<file path="src/rtl/clock_defs.sv">
// clock_defs: shared mode encodings, field limits and 12-hour display mapping
package clock_defs;
  typedef enum logic [1:0] {
    MODE_RUN      = 2'd0,
    MODE_SET_HOUR = 2'd1,
    MODE_SET_MIN  = 2'd2
  } mode_t;
  localparam logic [5:0] MAX_SEC  = 6'd59;
  localparam logic [5:0] MAX_MIN  = 6'd59;
  localparam logic [4:0] MAX_HOUR = 5'd23;
  function automatic logic [4:0] hour12(input logic [4:0] h);
    return h == 5'd0 ? 5'd12 : (h > 5'd12 ? h - 5'd12 : h);
  endfunction
endpackage

</file>
<file path="src/rtl/btn_edge.sv">
// btn_edge: two-flop synchronizer plus registered rising-edge pulse
module btn_edge (
  input  logic clk,
  input  logic rst_n,
  input  logic btn,
  output logic pulse
);
  logic [2:0] sh;
  // sh[1:0] synchronize, sh[2] holds the previous synchronized level
  always_ff @(posedge clk or negedge rst_n)
    if (!rst_n) begin
      sh    <= '0;
      pulse <= 1'b0;
    end else begin
      sh    <= {sh[1:0], btn};
      pulse <= sh[1] & ~sh[2];
    end
endmodule

</file>
<file path="src/rtl/time_keeper.sv">
// time_keeper: time-of-day counter with set mode; optional TWELVE_HOUR_EN display mapping
module time_keeper
  import clock_defs::*;
#(
  parameter int CLK_HZ = 50000000,
  parameter int PRE_W  = 26
) (
  input  logic       clk,
  input  logic       rst_n,
  input  logic       btn_mode,
  input  logic       btn_inc,
  output logic [6:0] sec,
  output logic [6:0] min,
  output logic [6:0] hour,
  output logic       pm,
  output logic [1:0] mode,
  output logic       blink
);
  logic             mode_p, inc_p, wrap, tick;
  logic [PRE_W-1:0] pre, pre_n;
  logic [5:0]       sec_r, sec_n, min_r, min_n;
  logic [4:0]       hr_r, hr_n;
  mode_t            st, st_n;
  btn_edge u_mode (.clk(clk), .rst_n(rst_n), .btn(btn_mode), .pulse(mode_p));
  btn_edge u_inc  (.clk(clk), .rst_n(rst_n), .btn(btn_inc),  .pulse(inc_p));
  // next-state: prescaler, carry chain in RUN, set-mode FSM and increments
  always_comb begin
    wrap  = pre == PRE_W'(CLK_HZ - 1);
    tick  = wrap && st == MODE_RUN;
    pre_n = wrap ? '0 : pre + 1'b1;
    sec_n = sec_r;
    min_n = min_r;
    hr_n  = hr_r;
    st_n  = st;
    if (tick) begin
      sec_n = sec_r == MAX_SEC ? 6'd0 : sec_r + 6'd1;
      if (sec_r == MAX_SEC) begin
        min_n = min_r == MAX_MIN ? 6'd0 : min_r + 6'd1;
        if (min_r == MAX_MIN) hr_n = hr_r == MAX_HOUR ? 5'd0 : hr_r + 5'd1;
      end
    end
    case (st)
      MODE_RUN:      if (mode_p) st_n = MODE_SET_HOUR;
      MODE_SET_HOUR: if (mode_p) st_n = MODE_SET_MIN;
                     else if (inc_p) hr_n = hr_r == MAX_HOUR ? 5'd0 : hr_r + 5'd1;
      MODE_SET_MIN:  if (mode_p) begin
                       st_n  = MODE_RUN;
                       sec_n = '0;
                       pre_n = '0;
                     end else if (inc_p) min_n = min_r == MAX_MIN ? 6'd0 : min_r + 6'd1;
      default:       st_n = MODE_RUN;
    endcase
  end
  // state and field registers
  always_ff @(posedge clk or negedge rst_n)
    if (!rst_n) begin
      pre   <= '0;
      sec_r <= '0;
      min_r <= '0;
      hr_r  <= '0;
      st    <= MODE_RUN;
    end else begin
      pre   <= pre_n;
      sec_r <= sec_n;
      min_r <= min_n;
      hr_r  <= hr_n;
      st    <= st_n;
    end
`ifdef TWELVE_HOUR_EN
  logic [4:0] hr12_r;
  logic       pm_r;
  // 12-hour view registered alongside the internal 24-hour field
  always_ff @(posedge clk or negedge rst_n)
    if (!rst_n) begin
      hr12_r <= 5'd12;
      pm_r   <= 1'b0;
    end else begin
      hr12_r <= hour12(hr_n);
      pm_r   <= hr_n >= 5'd12;
    end
  assign hour = {2'b00, hr12_r};
  assign pm   = pm_r;
`else
  assign hour = {2'b00, hr_r};
  assign pm   = 1'b0;
`endif
  assign sec   = {1'b0, sec_r};
  assign min   = {1'b0, min_r};
  assign mode  = st;
  assign blink = st != MODE_RUN && pre >= PRE_W'(CLK_HZ / 2);
endmodule

</file>
<file path="config.mk">
export PLATFORM = sky130hd
export DESIGN_NAME = time_keeper
export DESIGN_NICKNAME = d
export VERILOG_FILES = /design/src/rtl/clock_defs.sv /design/src/rtl/btn_edge.sv /design/src/rtl/time_keeper.sv
export SDC_FILE = /design/constraint.sdc
export NUM_CORES = 1
export LEC_CHECK = 0
export CAP_MARGIN = 20
export CORE_MARGIN = 1
export CORE_UTILIZATION = 55
export CTS_BUF_LIST = sky130_fd_sc_hd__clkbuf_8 sky130_fd_sc_hd__clkbuf_16
export DETAILED_ROUTE_END_ITERATION = 8
export PLACE_DENSITY_LB_ADDON = 0.05
export SLEW_MARGIN = 5
export SYNTH_ARGS = -nofsm -noshare
export SYNTH_HDL_FRONTEND = slang
export SYNTH_SLANG_ARGS = --single-unit
</file>
<file path="constraint.sdc">
create_clock -name clk -period 5.6 [get_ports clk]
set_input_delay 1.12 -clock clk [delete_from_list [all_inputs] [get_ports clk]]
set_output_delay 1.12 -clock clk [all_outputs]
set_load 0.005 [all_outputs]
</file>
==> results_dict.tcl, run 1 <==
set metrics [dict create \
    antennaDiodeCount 0 \
    initial_core_util 0.582 \
    drt-initial-drc-count 113 \
    numPortBuffers 23 \
    max_cap_viol_count 0 \
    worstSkewPairLatency_ns 0.31 \
    fp.dieH_um 70.4 \
    first_global_vias 1686 \
    design_area_sq_um 2920 \
    rows 24 \
    rsz0062_at_grt "no" \
    wl_per_cell_um 13.6 \
    fin_crit_sh 0.601 \
    postCtsHoldBufs 0 \
    syn_inst 249 \
    cpPeakStageDelay_ns 0.56 \
    drt_wl_total_mm 4.45 \
    grt_pass1_wl_mm 7.62 \
    numCtsBuffers 5 \
    ir_drop_mv 0.215 \
    finalHoldViolations 0 \
    path_clk_slew_ns 0.10 \
    slew-limit-headroom 0.413 \
    clock-sinks 53 \
    die_w_um 70.4 \
    hold_class "reg2reg" \
    cts_resized 0 \
    post-cts-setup-buffers 0 \
    critPathBufInv 1 \
    worst_pin_slew_ns 0.878 \
    yosys_warnings 0 \
    htreeDepth 2 \
    path_delay_family "simple AND/OR/NAND/NOR gates" \
    drcViolationCount 0 \
    die_area_sq_um 4950 \
    root_buffer "clkbuf_8" \
    drv_slew 0 \
    track_usage 0.198 \
    power_density_nw_per_um2 322 \
    setup.worst_path.class "reg2out" \
    crit_chain "or4_1 -> nor2_1 -> o21bai_1 -> a21oi_1 -> o21a_1 -> nor3_1 -> clkdlybuf4s50_1" \
    routed_via_density 5.52 \
    synth_enable_flop_cells 0 \
    gp_congestion 0.821 \
    dpl.hpwl_mm 3.02 \
    io_pins 29 \
    post-route-min-period_ns 3.37 \
    antenna_found_initial 0 \
    synth_seq_area_share 0.516 \
    synthTopCellsByArea "dfrtp_1 (52%), nor2_1 (5.8%), xor2_1 (4.8%), xnor2_1 (4.4%), nand4_1 (2.9%)" \
    crit_required_ns 4.48 \
    ys_ff_latch 53 \
    cts_tree "built" \
    synth_area_per_cell_sq_um 10.3 \
    crit_path_max_fanout 4 \
    layout-drive-gt1-share 0.0870 \
    area_growth_pct 13.8 \
    synthFlopType "dfrtp_1" \
    outcome "finished, final reports clean" \
    synth_top_cell_area_share 0.516 \
    place_area_sq_um 2830 \
    p_leak_nw 1.26 \
    via_count 1809 \
    cp-end-kind "primary output" \
    crit_slowest_cell "or4_1" \
    firstDrtPassIters 4 \
    fillCellCount 373 \
    core_sq_um 4410 \
    yosys.area.top_type "dfrtp_1" \
    tns_ns 0 \
    synth.distinct_cells 41 \
    netlist_area_sq_um 2570 \
    critical_path_arrival_ns 2.25 \
    grt_max_degree 54 \
    num-nets-final 284 \
    max_freq_mhz 297 \
    fin_skew_ns 0.00793 \
    ant_nets 0 \
    grt.overflow.total 0 \
    synthArstFlopShare 1.00 \
    clk_path_buf_depth 2 \
    setup_viol 0 \
    crit_path_start_kind "flop" \
]
path summary, 6_finish.rpt:
kind | start | end | slack [ns] | cells past startpoint
min | u_mode.sh[0]$_DFF_PN0_ | u_mode.sh[1]$_DFF_PN0_ | 0.36 | 0
max reg2reg | pre[10]$_DFF_PN0_ | pre[6]$_DFF_PN0_ | 2.83 | 5
min in group asynchronous | rst_n | pre[2]$_DFF_PN0_ | 0.90 | 2
min reg2reg | u_mode.sh[0]$_DFF_PN0_ | u_mode.sh[1]$_DFF_PN0_ | 0.36 | 0
max in group asynchronous | rst_n | pre[7]$_DFF_PN0_ | 4.24 | 2
max | pre[10]$_DFF_PN0_ | blink | 2.23 | 7
synth_stat cells (2+ instances only):
cell / count
dfrtp_1: 53
nor2_1: 40
nand2_1: 19
xor2_1: 14
nand3_1: 13
xnor2_1: 13
nand4_1: 12
o21ai_0: 9
nor2b_1: 7
mux2_2: 6
a21oi_1: 5
buf_4: 5
ha_1: 5
nor3_1: 5
and3_1: 4
inv_1: 4
or3_1: 4
clkbuf_1: 3
a31oi_1: 2
and4_1: 2
mux2i_1: 2
nor4_1: 2
or4_4: 2
cell families after synthesis:
logic type / after synthesis / share of synthesized area
fa+ha+maj: 5 / 0.0243
buf+inv: 13 / 0.0268
other cells: 1 / 0.00146
mux: 8 / 0.0341
flops: 53 / 0.516
xor+xnor: 27 / 0.0920
simple gates: 117 / 0.238
compound gates: 25 / 0.0677
flip-flops by register name, summed over array words and instances, names as in the netlist:
register and cells:
pre 26, min_r 6, sec_r 6, hr_r 5, u_inc.sh 3, u_mode.sh 3
mode 2, u_inc.pulse 1, u_mode.pulse 1
area by class of cell:
class	count	area, sq um	share of cell area
multi-input cells	187	1190	0.407
clock buffers	5	68.8	0.0235
clock inverters	3	26.3	0.00899
flip-flops and latches	53	1330	0.454
repair buffers	24	233	0.0796
well taps	52	65.1	0.0223
inverters	4	15.0	0.00513
report_power, final:
part	total (mW)	switching, mW	internal [mW]	leakage [nW]
registers	0.514	0.0763	0.437	0.702
clock network	0.221	0.130	0.0912	0.0487
logic	0.206	0.0906	0.115	0.511
total	0.941	0.297	0.644	1.26
metrics by stage:
| stage | cells | utilization | power (mW) | setup slack (ns) | hold WS [ns] |
|---|---|---|---|---|---|
| floorplan | 253 | - | 0.632 | 2.98 | 0.331 |
| global placement | 320 | 0.641 | 0.721 | 2.59 | 0.332 |
| detailed placement | 320 | 0.641 | 0.731 | 2.56 | 0.340 |
| CTS | 328 | 0.662 | 0.956 | 2.21 | 0.364 |
| global route | 328 | 0.662 | 1.00 | 2.10 | 0.366 |
| finish | 328 | 0.662 | 0.941 | 2.23 | 0.361 |
layout by cell type (no fill, tap or decap), types with 5 or more instances in the layout:
cell type | netlist | final
nor3_1 | 5 | 5
ha_1 | 5 | 5
nand4_1 | 12 | 12
dfrtp_1 | 53 | 53
nand2_1 | 19 | 19
clkdlybuf4s50_1 | 0 | 22
clkbuf_8 | 0 | 5
xor2_1 | 14 | 14
nor2b_1 | 7 | 7
o21ai_0 | 9 | 9
a21oi_1 | 5 | 5
nor2_1 | 40 | 40
xnor2_1 | 13 | 13
conb_1 | 1 | 5
nand3_1 | 13 | 13
mux2_2 | 6 | 6
layer usage:
metal  wire [um]  GRT usage  vias up
met4          50     0.0733        0
li1            -          -      904
met2        2150      0.314       35
met3         128     0.0519        6
met5           0          0        -
met1        2120      0.260      864
Power figures use the tool's default switching activity.
==> inputs of run 2 (changes only) <==
- CORE_UTILIZATION: 55 -> 50
- clock period: 5.6 -> 3 ns (I/O delays scaled with it)
==> results_dict.tcl, run 2 (synthesis results as in run 1) <==
set metrics [dict create \
    routed_via_density 5.22 \
    wl_per_cell_um 13.0 \
    post-route-min-period_ns 2.87 \
    outcome "finished, final reports clean" \
    pre_cts_ws_ns 0.269 \
    drt-initial-drc-count 89 \
    tns_ns 0 \
    timing.final.ws_setup_ns 0.133 \
    fin_util 0.611 \
    p_seq_frac 0.551 \
    max_cap_viol_count 0 \
    fin_crit_sh 0.956 \
    rsz0062_at_grt "no" \
    fin_skew_ns 0.00530 \
    crit_path_max_fanout 4 \
    drcViolationCount 0 \
    die_w_um 73.7 \
    firstDrtPassIters 4 \
    critical_path_arrival_ns 2.27 \
    hold_class "in2async" \
    design_area_sq_um 2960 \
    hold_slack_ns 0.278 \
    finalHoldViolations 0 \
    combPwrFrac 0.224 \
    initial_core_util 0.530 \
    final_common_cell "dfrtp_1" \
    antennaDiodeCount 0 \
    path_clk_slew_ns 0.09 \
    io_pins 29 \
    rows 25 \
    dpl.hpwl_mm 3.15 \
    most-common-layout-cells "dfrtp_1 (53), nor2_1 (40), clkdlybuf4s50_1 (22), nand2_1 (19), xor2_1 (14)" \
    dpl.cell_count 339 \
    top_register "pre" \
    crit_required_ns 2.40 \
    cts_resized 0 \
    num-nets-final 288 \
    area_growth_pct 15.3 \
    setup_viol 0 \
    cp-end-kind "primary output" \
    instances_no_fill 347 \
    max_freq_mhz 349 \
    largest_reg_flops 26 \
    r2r-start "pre[10]$_DFF_PN0_" \
    clock-sinks 53 \
    postCtsHoldBufs 0 \
    grt_max_degree 30 \
    slew-limit-headroom 0.480 \
    gp_congestion 0.781 \
    top_regs "pre x26, min_r x6, sec_r x6" \
    setup.worst_path.class "reg2out" \
    power_density_nw_per_um2 583 \
    ir_drop_mv 0.364 \
    power.internal_mw 1.20 \
    finalPower_mw 1.73 \
    fp.dieH_um 73.7 \
    sw_frac_of_total 0.307 \
    p_leak_nw 1.28 \
    die_area_sq_um 5430 \
    antenna_found_initial 0 \
    clk_path_buf_depth 2 \
    grt.overflow.total 0 \
    layout-drive-gt1-share 0.0964 \
    numCtsBuffers 5 \
    numPortBuffers 23 \
    first_global_vias 1678 \
    worst_pin_slew_ns 0.772 \
    core_sq_um 4850 \
    place_area_sq_um 2880 \
    worstSkewPairLatency_ns 0.30 \
    drt_wl_total_mm 4.50 \
    post-cts-setup-buffers 0 \
    drv_slew 0 \
    root_buffer "clkbuf_8" \
    ant_nets 0 \
    via_count 1812 \
    switchingPower_mw 0.531 \
    htreeDepth 2 \
    crit_start "pre[10]$_DFF_PN0_" \
    reg2reg_depth 6 \
    crit_path_start_kind "flop" \
    cts_tree "built" \
    track_usage 0.188 \
    clock_power_share 0.225 \
    grt_pass1_wl_mm 7.68 \
]
run 2: cell types whose count changed in the layout (fill, tap and decap cells not counted):
| cell | delta |
|---|---|
| inv_1 | +1 |
| clkinv_4 | -2 |
| buf_4 | +4 |
| clkinv_2 | +1 |
run 2: path summary, 6_finish.rpt:
path                       slack, ns                     end
min                             0.28      sec_r[5]$_DFF_PN0_
min in group clk                0.35  u_mode.sh[1]$_DFF_PN0_
min reg2reg                     0.35  u_mode.sh[1]$_DFF_PN0_
max reg2reg                     0.25      sec_r[1]$_DFF_PN0_
max                             0.13                   blink
max in group asynchronous       2.43        pre[6]$_DFF_PN0_
run 2: area by class of cell:
type / instances / area (sq um)
fillers: 415 / 1880
well taps: 67 / 83.8
clock inverters: 3 / 17.5
flip-flops and latches: 53 / 1330
repair buffers: 28 / 263
multi-input cells: 187 / 1190
clock buffers: 5 / 68.8
inverters: 4 / 15.0
run 2: critical path, cell delays in order, from the launching register on:
cell and delay, ns:
dfrtp_1 0.42, or4_1 0.56, nor2_1 0.11, o21bai_1 0.09, a21oi_1 0.16, o21a_1 0.13, nor3_1 0.05, clkdlybuf4s50_1 0.45
run 2: per-layer routing:
| metal | GRT usage | wire length [um] | vias up |
|---|---|---|---|
| li1 | - | - | 914 |
| met1 | 0.237 | 2200 | 865 |
| met2 | 0.312 | 2110 | 27 |
| met3 | 0.0453 | 118 | 6 |
| met4 | 0.0726 | 68 | 0 |
| met5 | 0 | 0 | - |
run 2: power groups by stage:
| stage | clock (mW) | sequential, mW | combinational, mW |
|---|---|---|---|
| finish | 0.388 | 0.953 | 0.387 |
| global route | 0.438 | 0.978 | 0.440 |
| CTS | 0.408 | 0.953 | 0.394 |
| detailed placement | 0 | 0.966 | 0.391 |
| global placement | 0 | 0.967 | 0.385 |
| floorplan | 0 | 0.946 | 0.233 |
